==> src/rtl/imem_boot_loader.sv <==
// rtl/imem_boot_loader.sv - byte-stream boot loader that fills instruction memory and releases the CPU
module imem_boot_loader #(
    parameter int DEPTH  = 32,
    parameter int ADDR_W = 5
) (
    input  logic              clk_i,
    input  logic              rst_i,
    input  logic [7:0]        byte_i,
    input  logic              byte_valid_i,
    output logic              byte_ready_o,
    input  logic              restart_i,
    output logic              im_we_o,
    output logic [ADDR_W-1:0] im_addr_o,
    output logic [31:0]       im_wdata_o,
    output logic              cpu_run_o,
    output logic              done_o,
    output logic              err_o
);

    typedef enum logic [2:0] {
        CLEAR = 3'd0,
        HDR   = 3'd1,
        DATA  = 3'd2,
        CSUM  = 3'd3,
        DONE  = 3'd4,
        ERR   = 3'd5
    } state_t;

    localparam logic [ADDR_W-1:0] LAST_ADDR = ADDR_W'(DEPTH - 1);
    localparam logic [7:0]        DEPTH_B   = 8'(DEPTH);
    localparam logic [ADDR_W:0]   ONE       = (ADDR_W + 1)'(1);

    state_t            state, state_d;
    logic [ADDR_W-1:0] idx, idx_d;
    logic [ADDR_W:0]   nwords, nwords_d;
    logic [1:0]        bcnt, bcnt_d;
    logic [23:0]       shreg, shreg_d;
    logic [7:0]        csum, csum_d;
    logic              we_d;
    logic [ADDR_W-1:0] addr_d;
    logic [31:0]       wdata_d;
    logic              acc;
    logic              last_word;

    // byte_ready_o is registered from the next state, so it already reflects the current state
    assign acc       = byte_valid_i & byte_ready_o;
    assign last_word = ({1'b0, idx} == (nwords - ONE));

    always_comb begin
        state_d  = state;
        idx_d    = idx;
        nwords_d = nwords;
        bcnt_d   = bcnt;
        shreg_d  = shreg;
        csum_d   = csum;
        we_d     = 1'b0;
        addr_d   = im_addr_o;
        wdata_d  = im_wdata_o;
        case (state)
            CLEAR: begin
                we_d    = 1'b1;
                addr_d  = idx;
                wdata_d = 32'd0;
                if (idx == LAST_ADDR) begin
                    state_d = HDR;
                    idx_d   = '0;
                end else begin
                    idx_d = idx + 1'b1;
                end
            end
            HDR: begin
                if (acc) begin
                    if (byte_i == 8'd0 || byte_i > DEPTH_B) begin
                        state_d = ERR;
                    end else begin
                        state_d  = DATA;
                        nwords_d = byte_i[ADDR_W:0];
                        idx_d    = '0;
                        bcnt_d   = '0;
                        csum_d   = '0;
                    end
                end
            end
            DATA: begin
                if (acc) begin
                    csum_d  = csum ^ byte_i;
                    bcnt_d  = bcnt + 1'b1;
                    shreg_d = {shreg[15:0], byte_i};
                    if (bcnt == 2'd3) begin
                        we_d    = 1'b1;
                        addr_d  = idx;
                        wdata_d = {shreg, byte_i};
                        if (last_word) begin
                            state_d = CSUM;
                        end else begin
                            idx_d = idx + 1'b1;
                        end
                    end
                end
            end
            CSUM: begin
                if (acc) begin
                    state_d = (byte_i == csum) ? DONE : ERR;
                end
            end
            DONE, ERR: begin
                if (restart_i) begin
                    state_d = CLEAR;
                    idx_d   = '0;
                end
            end
            default: begin
                state_d = CLEAR;
                idx_d   = '0;
            end
        endcase
    end

    always_ff @(posedge clk_i) begin
        if (rst_i) begin
            state        <= CLEAR;
            idx          <= '0;
            nwords       <= '0;
            bcnt         <= '0;
            shreg        <= '0;
            csum         <= '0;
            im_we_o      <= 1'b0;
            im_addr_o    <= '0;
            im_wdata_o   <= '0;
            byte_ready_o <= 1'b0;
            cpu_run_o    <= 1'b0;
            done_o       <= 1'b0;
            err_o        <= 1'b0;
        end else begin
            state        <= state_d;
            idx          <= idx_d;
            nwords       <= nwords_d;
            bcnt         <= bcnt_d;
            shreg        <= shreg_d;
            csum         <= csum_d;
            im_we_o      <= we_d;
            im_addr_o    <= addr_d;
            im_wdata_o   <= wdata_d;
            byte_ready_o <= (state_d == HDR) || (state_d == DATA) || (state_d == CSUM);
            cpu_run_o    <= (state_d == DONE);
            done_o       <= (state_d == DONE);
            err_o        <= (state_d == ERR);
        end
    end

endmodule

==> config.mk <==
export PLATFORM = sky130hd
export DESIGN_NAME = imem_boot_loader
export DESIGN_NICKNAME = d
export VERILOG_FILES = /design/src/rtl/imem_boot_loader.sv
export SDC_FILE = /design/constraint.sdc
export NUM_CORES = 1
export LEC_CHECK = 0
export BUFFER_PORTS_ARGS = -buffer_cell sky130_fd_sc_hd__buf_4
export CORE_MARGIN = 2
export CORE_UTILIZATION = 50
export CTS_CLUSTER_DIAMETER = 200
export DETAILED_ROUTE_END_ITERATION = 8
export PLACE_DENSITY = 0.67
export SLEW_MARGIN = 10
export SYNTH_ARGS = -nofsm -noshare
export SYNTH_HDL_FRONTEND = slang
export SYNTH_SLANG_ARGS = --single-unit
==> constraint.sdc <==
create_clock -name clk_i -period 2.1 [get_ports clk_i]
set_clock_uncertainty 0.1 [all_clocks]
set_input_delay 0 -clock clk_i [delete_from_list [all_inputs] [get_ports clk_i]]
set_output_delay 0 -clock clk_i [all_outputs]
set_load 0.01 [all_outputs]
* Word-level counts from Yosys, hierarchy flattened
Index checks and enable logic that the tools add are counted.
Word-level totals: register bits 89, output and inout bits 42, logic and storage cells 88
Operators by class: $add $sub $neg 3, magnitude comparators 1, eq/ne operators 20, mux-type cells 35, bitwise operators 4, reductions and logical operators 13
Operators with widths (count):
- $mux W32 | 2
- $pmux W32 S2 | 1
- $mux W5 | 9
- $pmux W5 S5 | 1
- $mux W3 | 8
- $mux W8 | 3
- $pmux W8 S2 | 1
- $pmux W3 S5 | 1
- $eq A3 B2 Y1 const B | 4
- $eq A3 B3 Y1 const B | 4
- $ne A2 B2 Y1 const B | 6
- $pmux W5 S2 | 1
- $eq A8 B8 Y1 | 1
- $gt A8 B6 Y1 const B | 1
- $logic_not A8 Y1 | 1
- $xor A8 B8 Y8 | 1
- $reduce_and A7 Y1 | 1
- $eq A3 B1 Y1 const B | 2
- $eq A5 B6 Y1 | 1
- $mux W2 | 3
- $reduce_and A3 Y1 | 2
- $sub A6 B1 Y6 const B | 1
- $add A5 B1 Y5 const B | 1
- $eq A5 B5 Y1 const B | 1
- other kinds (13) | 19

* Logic depth before layout (Yosys ltp)
Gate-level depths: netlist of the first run.
depth after elaboration 9, depth in mapped cells 8, mapped depth without buffers 8

* Least setup slack after synthesis of the first run
OpenSTA, ideal clock, no wires.
path kind flip-flop to flip-flop, from register nwords[0], to register done_o, arrival 1664 ps, data required time 1868 ps, path slack 205 ps, cell stages (with the launch flop) 9, period minus slack after synthesis 1895 ps, cells stage by stage dfxtp_1 -> inv_1 -> ha_1 -> nor2b_1 -> or3_1 -> a31oi_1 -> and3_1 -> nor4_2 -> nor3b_1
On the way: word-level cells in the longest chain between the ends 7
Ends and longest elaborated chain:
- start: declaration | RTL line 35 | logic [ADDR_W:0] nwords, nwords_d;
- start signal: assignment | RTL line 137 | nwords <= nwords_d;
- $sub A6 B1 Y6 | RTL line 47 | assign last_word = ({1'b0, idx} == (nwords - ONE));
- $eq A5 B6 Y1 | RTL line 47
- $mux W3 | RTL line 93 | if (last_word) begin
- $mux W3 | RTL line 89 | if (bcnt == 2'd3) begin
- $mux W3 | RTL line 85 | if (acc) begin
- $pmux W3 S5 | RTL line 59 | case (state)
- $eq A3 B3 Y1 | RTL line 146 | done_o <= (state_d == DONE);
- end signal: assignment | RTL line 146
- end: declaration | RTL line 16 | output logic done_o,
Every way passes these cells. A chain may end at the register's enable or synchronous reset.

* Worst setup path in the final report of the first run
Same ends and word-level chain as after synthesis.

==> results.ini, run 1 <==
[status]
status = finished clean

[logic_synthesis]
synth_nets = 448
synth_top_cell_area_share = 0.480
yosysWarningCount = 0
synth_area_leader_cell = dfxtp_1
yosysSeqAreaShare = 0.480
syn_inst = 432
syn_avg_cell_area_sq_um = 8.60
async_reset_ff_frac = 0
netlist_area_sq_um = 3710
yosysUniqueCellTypes = 41
synthTopCellsByArea = dfxtp_1 (48%), a22oi_1 (6.9%), nand2_1 (5.9%)
synth_edf_count = 0
synth-seq-cells = 89
synth_ff_type = dfxtp_1

[routing]
wire_per_inst_microns = 14.7
first_iter_violations = 198
viasPerCell = 5.37
met1Wirelength_mm = 4.30
wl_met2_mm = 3.87
wl_mm = 8.74
drc_errors = 0
firstDrtPassIters = 4
route.antenna.remaining_nets = 0
wl_met3_microns = 382
vias = 3198
top_layer_used = met4

[placed_design]
dp_hpwl_mm = 5.61
gp_congestion = 0.796
port_buffers = 53
dp_slack_ns = 0.101

[grt]
antenna_found_initial = 0
grt_max_degree = 55
grt_pass1_wl_mm = 14.6
grt_overflow = 0
track_usage = 0.222
grt_pass1_vias = 2987

[floorplanning]
num_io_pins = 54
die-area_sq_um = 8140
core_sq_um = 7210
start_util = 0.515
placementRows = 31
die_h_microns = 90.2
die_width_microns = 90.2

[layout]
layout_commonest_cell = dfxtp_1
mostFrequentLayoutCells = dfxtp_1 (89), buf_4 (66), nand2_1 (58), nor2_1 (55), a21oi_1 (41)
fin_util = 0.646
insertedDiodeCount = 0
layout.nets = 508
area_delta_synth_final_pct = 25.5
drive_gt1_frac = 0.239

[sta]
max_freq_mhz = 496
worst_pin_slew_ns = 0.476
finalSetupViolCount = 0
slew_violations = 0
finalCritPeriodShare = 0.961
setup_ws_ns = 0.0825
min_period_ns = 2.02
slew_headroom = 0.680
final_hold_viol_count = 0

[setup_path]
critical_path_arrival_ns = 2.14
worstSetupStartpointType = flip-flop
required_ns = 2.22
critPathKind = reg2reg
critPathMaxFanout = 4
crit_path_end_kind = flip-flop

[clock_network]
cts_tree = yes
clk_latency_ns = 0.36
clkTransAtPathRegs_ns = 0.09
cts-root-buf = clkbuf_8
cts_sinks = 89
cts_buffers = 9
cts_setup_buffers = 0
h-tree-depth = 3
clockBufferDepth = 2

[power_and_ir_drop]
power.leakage_nw = 1.80
ir_drop_uv = 395
power.density_nw_per_um2 = 661

[min_path]
holdCritPathClass = in2reg

[run]
max-cap-violations = 0

[what timing repair did]
item                                   in CTS  in global routing
endpoints found under the hold margin      35                  0
gates resized for setup                     0                 12
hold buffers                               10                  0
setup endpoints to repair                   0                  9
[power breakdown]
| part | internal [mW] | switching, mW |
|---|---|---|
| Combinational | 0.0617 | 0.0813 |
| Clock | 0.598 | 0.640 |
| Sequential | 1.70 | 0.00660 |
| Total | 2.35 | 0.728 |
[cell families (layout without fill, tap and decap cells)]
group | count (synthesis) | in the layout | synth area share
flip-flops | 89 | 89 | 0.480
buffers and inverters | 35 | 100 | 0.0387
AO/OA/AOI/OAI | 98 | 98 | 0.166
adder cells (fa/ha/maj) | 4 | 4 | 0.0135
AND/OR/NAND/NOR | 181 | 181 | 0.239
multiplexers | 11 | 11 | 0.0296
XOR/XNOR | 14 | 14 | 0.0330
[worst max-delay path, cell delays in order, from the launching register on]
cell,delay (ns)
dfxtp_1,0.34
inv_1,0.05
ha_1,0.23
nor2b_1,0.13
or3_1,0.38
a31oi_4,0.22
and3_4,0.22
nor4_4,0.04
nor3b_2,0.17
[registers in the layout, indices dropped and copies added, names as in the netlist, 2 cells and up]
signal and flops:
csum 8, idx 5, bcnt 2, im_wdata_o 32
im_addr_o 5, nwords 6, state 3, shreg 24
[per-stage QoR]
stage | total power [mW] | setup TNS, ns | cell area [sq um] | hold slack [ns] | instances
after floorplan | 1.81 | 0 | 3710 | 0.0360 | 432
after global placement | 1.87 | 0 | 4290 | 0.203 | 570
after detailed placement | 1.87 | 0 | 4290 | 0.207 | 570
after CTS | 3.10 | 0 | 4600 | 0.0493 | 596
after global routing | 3.18 | -0.000695 | 4660 | 0.148 | 596
final | 3.08 | 0 | 4660 | 0.0843 | 596
[cell usage after synthesis (4+ instances only)]
cell,n
nor2_1,58
nor2_2,7
nor3_2,8
clkbuf_1,28
nor2b_1,8
a21oi_1,41
xnor2_1,7
mux2i_1,11
nor3_1,8
dfxtp_1,89
a22oi_1,34
inv_1,4
nand2_1,58
o21ai_0,14
nand3_1,8
xor2_1,7
ha_1,4
[per-layer routing]
layer | global-route usage | vias up
li1 | - | 1615
met1 | 0.306 | 1501
met2 | 0.349 | 68
met3 | 0.0344 | 14
met4 | 0.0897 | 0
met5 | 0 | -
[final timing paths]
check,startpoint,end,slack [ns],cells past startpoint
worst max-delay path,nwords[0]$_SDFFE_PP0P_,done_o$_SDFF_PP0_,0.08,8
worst min register to register,shreg[19]$_SDFFE_PP0P_,shreg[19]$_SDFFE_PP0P_,0.36,2
worst max register to register,nwords[0]$_SDFFE_PP0P_,done_o$_SDFF_PP0_,0.08,8
worst min-delay path,restart_i,done_o$_SDFF_PP0_,0.08,5
[final cells by class]
class | count | area (sq um)
fillers | 655 | 2550
repair buffers | 80 | 676
inverters | 4 | 15.0
flip-flops and latches | 89 | 1780
clock buffers | 10 | 138
clock inverters | 6 | 72.6
well taps | 99 | 124
multi-input cells | 308 | 1850
Note: power is estimated with default switching activity, not from simulation.
==> inputs of run 2 (changes only) <==
ABC_AREA = 1   (was default)
clock period = 2.2 ns   (was 2.1 ns; I/O delays follow)
==> run 2 against run 1 <==
  * Utilization shrank 2.3 points
  * Die area grew 2.8%
  * Via count grew 8.4%
  * Wire length shrank 1.2%
  * Combinational power shrank 14%
  * Fmax grew 4.6%
  * Critical path type unchanged
  * Critical endpoint is now im_addr_o[3]$_SDFFE_PP0P_
  * Highest routed layer unchanged
==> results.ini, run 2 <==
[status]
status = finished clean

[routing]
firstDrtPassIters = 5
drc_errors = 0
vias = 3468
wire_per_inst_microns = 12.4
viasPerCell = 4.99
wl_mm = 8.63
first_iter_violations = 191
route.antenna.remaining_nets = 0

[min_path]
holdCritStartpoint = restart_i
min_to = err_o$_SDFF_PP0_
worstHoldPathCells = 5
holdCritPathClass = in2reg

[sta]
setup_ws_ns = 0.271
max_freq_mhz = 519
slew_headroom = 0.676
final_hold_viol_count = 0
slew_violations = 0
rsz0062_at_grt = false
finalSetupViolCount = 0
finalCritPeriodShare = 0.877
setup_tns_ns = 0
min_period_ns = 1.93
worst_pin_slew_ns = 0.484

[setup_path]
critPathMaxStageDelay_ns = 0.49
critical_path_arrival_ns = 2.08
worstSetupStartpointType = flip-flop
critPathMaxFanout = 34
r2r_setup_slack_ns = 0.27
r2r-start = state[2]$_SDFF_PP0_
slowest_stage = dfxtp_1
crit_path_end_kind = flip-flop
crit_chain = nor2_4, nand2_2, nor2_4, inv_2, nor2_8, nor2_8, clkinv_2, o21ai_1, a21oi_1
r2r_end = im_addr_o[3]$_SDFFE_PP0P_
required_ns = 2.35
critPathKind = reg2reg
r2r_cells = 9

[logic_synthesis]
synth_top_cell_area_share = 0.466
yosysUniqueCellTypes = 29
yosysSeqAreaShare = 0.466
synth_nets = 550
synth_ff_type = dfxtp_1
synth_area_leader_cell = dfxtp_1
syn_inst = 534
netlist_area_sq_um = 3820
yosysWarningCount = 0
synthTopCellsByArea = dfxtp_1 (47%), nand2_1 (15%), a21oi_1 (8.9%)
async_reset_ff_frac = 0
synth_edf_count = 0
synth_common_cells = nand2_1 (148), dfxtp_1 (89), a21oi_1 (68)
synth-seq-cells = 89
syn_avg_cell_area_sq_um = 7.16
synth.most_common_cell = nand2_1

[floorplanning]
core_sq_um = 7330
die_h_microns = 91.4
placementRows = 31
num_io_pins = 54
die-area_sq_um = 8360
start_util = 0.521
die_width_microns = 91.4

[layout]
fillers = 694
mostFrequentLayoutCells = nand2_1 (148), dfxtp_1 (89), a21oi_1 (68), nor2_1 (64), buf_4 (61)
area_delta_synth_final_pct = 19.4
drive_gt1_frac = 0.153
insertedDiodeCount = 0
largest_register = im_wdata_o
largest_registers = im_wdata_o: 32 flops, shreg: 24 flops, csum: 8 flops
layout_commonest_cell = nand2_1
largest_register_ffs = 32
layout.nets = 607

[clock_network]
clockBufferDepth = 2
cts_buffers = 9
cts_tree = yes
cts_sinks = 89
clkTransAtPathRegs_ns = 0.09
cts-root-buf = clkbuf_8
h-tree-depth = 3
clk_latency_ns = 0.35

[power_and_ir_drop]
ir_drop_uv = 342
share_comb_of_total_power = 0.042
finalPower_mw = 2.92
power.density_nw_per_um2 = 641
clkPwrFrac = 0.401
p_switching_mw = 0.712
p_sw_frac = 0.244
p_int_mw = 2.21
seqPwrFrac = 0.557
power.leakage_nw = 2.07

[placed_design]
gp_congestion = 0.809
dp_slack_ns = 0.220
port_buffers = 53
dp_hpwl_mm = 5.90

[run]
max-cap-violations = 0

[grt]
grt_pass1_vias = 3132
antenna_found_initial = 0
grt_pass1_wl_mm = 14.9
grt_max_degree = 47
track_usage = 0.218
grt_overflow = 0

-- run 2: cell count changes after synthesis, sizes merged, moves of 7 or more --
cell,change
buf,+9
clkbuf,-17
nand3,+22
xnor2,-7
a21oi,+28
o21ai,+23
nor3,-15
mux2i,-11
nor2b,-8
a22oi,-34
inv,+45
nand2,+91
-- run 2: worst max-delay path, delay by kind of cell (launching register included) --
kind                   cells  cell delay [ns]
and+or+nand+nor            5             0.65
DFF                        1             0.49
buffers and inverters      2             0.34
AOI/OAI and AO/OA          2             0.23
-- run 2: worst max path at each step --
stage,from,slack (ns),endpoint
5_1_grt,nwords[0]$_SDFFE_PP0P_,0.01,idx[0]$_SDFFE_PP0P_
2_1_floorplan,nwords[0]$_SDFFE_PP0P_,0.51,idx[0]$_SDFFE_PP0P_
3_5_place_dp,state[2]$_SDFF_PP0_,0.22,im_addr_o[3]$_SDFFE_PP0P_
6_report,state[2]$_SDFF_PP0_,0.27,im_addr_o[3]$_SDFFE_PP0P_
3_3_place_gp,state[2]$_SDFF_PP0_,0.29,im_addr_o[3]$_SDFFE_PP0P_
4_1_cts,state[2]$_SDFF_PP0_,0.21,im_addr_o[3]$_SDFFE_PP0P_
-- run 2: power by group through the flow --
stage                     Combinational (mW)  Sequential, mW  Clock, mW
final                                  0.123            1.63       1.17
after global routing                   0.141            1.63       1.26
after CTS                              0.125            1.63       1.19
after detailed placement               0.114            1.66          0
after global placement                 0.112            1.66          0
after floorplan                       0.0646            1.66          0
-- run 2: cell families (layout without fill, tap and decap cells) --
| logic type | count (synthesis) | in the layout | synth area share |
|---|---|---|---|
| AND/OR/NAND/NOR | 255 | 255 | 0.282 |
| adder cells (fa/ha/maj) | 4 | 4 | 0.0131 |
| AO/OA/AOI/OAI | 109 | 109 | 0.148 |
| buffers and inverters | 74 | 136 | 0.0831 |
| flip-flops | 89 | 89 | 0.466 |
| XOR/XNOR | 3 | 3 | 0.00688 |
-- run 2: timing repair --
action / CTS / global route
resized for setup: 0 / 0
setup buffers: 0 / 0
hold endpoints to repair: 30 / 0
hold buffers: 8 / 0
-- run 2: cell type report --
cell class              count  area (sq um)  share of cell area
repair buffers             69           538               0.118
flip-flops and latches     89          1780               0.390
clock inverters             6          77.6              0.0170
multi-input cells         371          1720               0.377
well taps                  99           124              0.0271
clock buffers              10           128              0.0280
inverters                  51           193              0.0422
-- run 2: metrics by stage --
stage / instance area, sq um / hold slack (ns) / util / cells
finish: 4560 / 0.0929 / 0.623 / 695
global route: 4560 / 0.117 / 0.623 / 695
CTS: 4560 / 0.0764 / 0.623 / 695
detailed placement: 4280 / 0.192 / 0.584 / 671
global placement: 4280 / 0.191 / 0.584 / 671
floorplan: 3820 / 0.0349 / - / 534
-- run 2: layer usage --
metal / wire, microns / GRT usage / vias up
met2: 3720 / 0.339 / 80
li1: - / - / 1817
met5: 0 / 0 / -
met3: 373 / 0.0398 / 7
met1: 4450 / 0.310 / 1564
met4: 82 / 0.0606 / 0
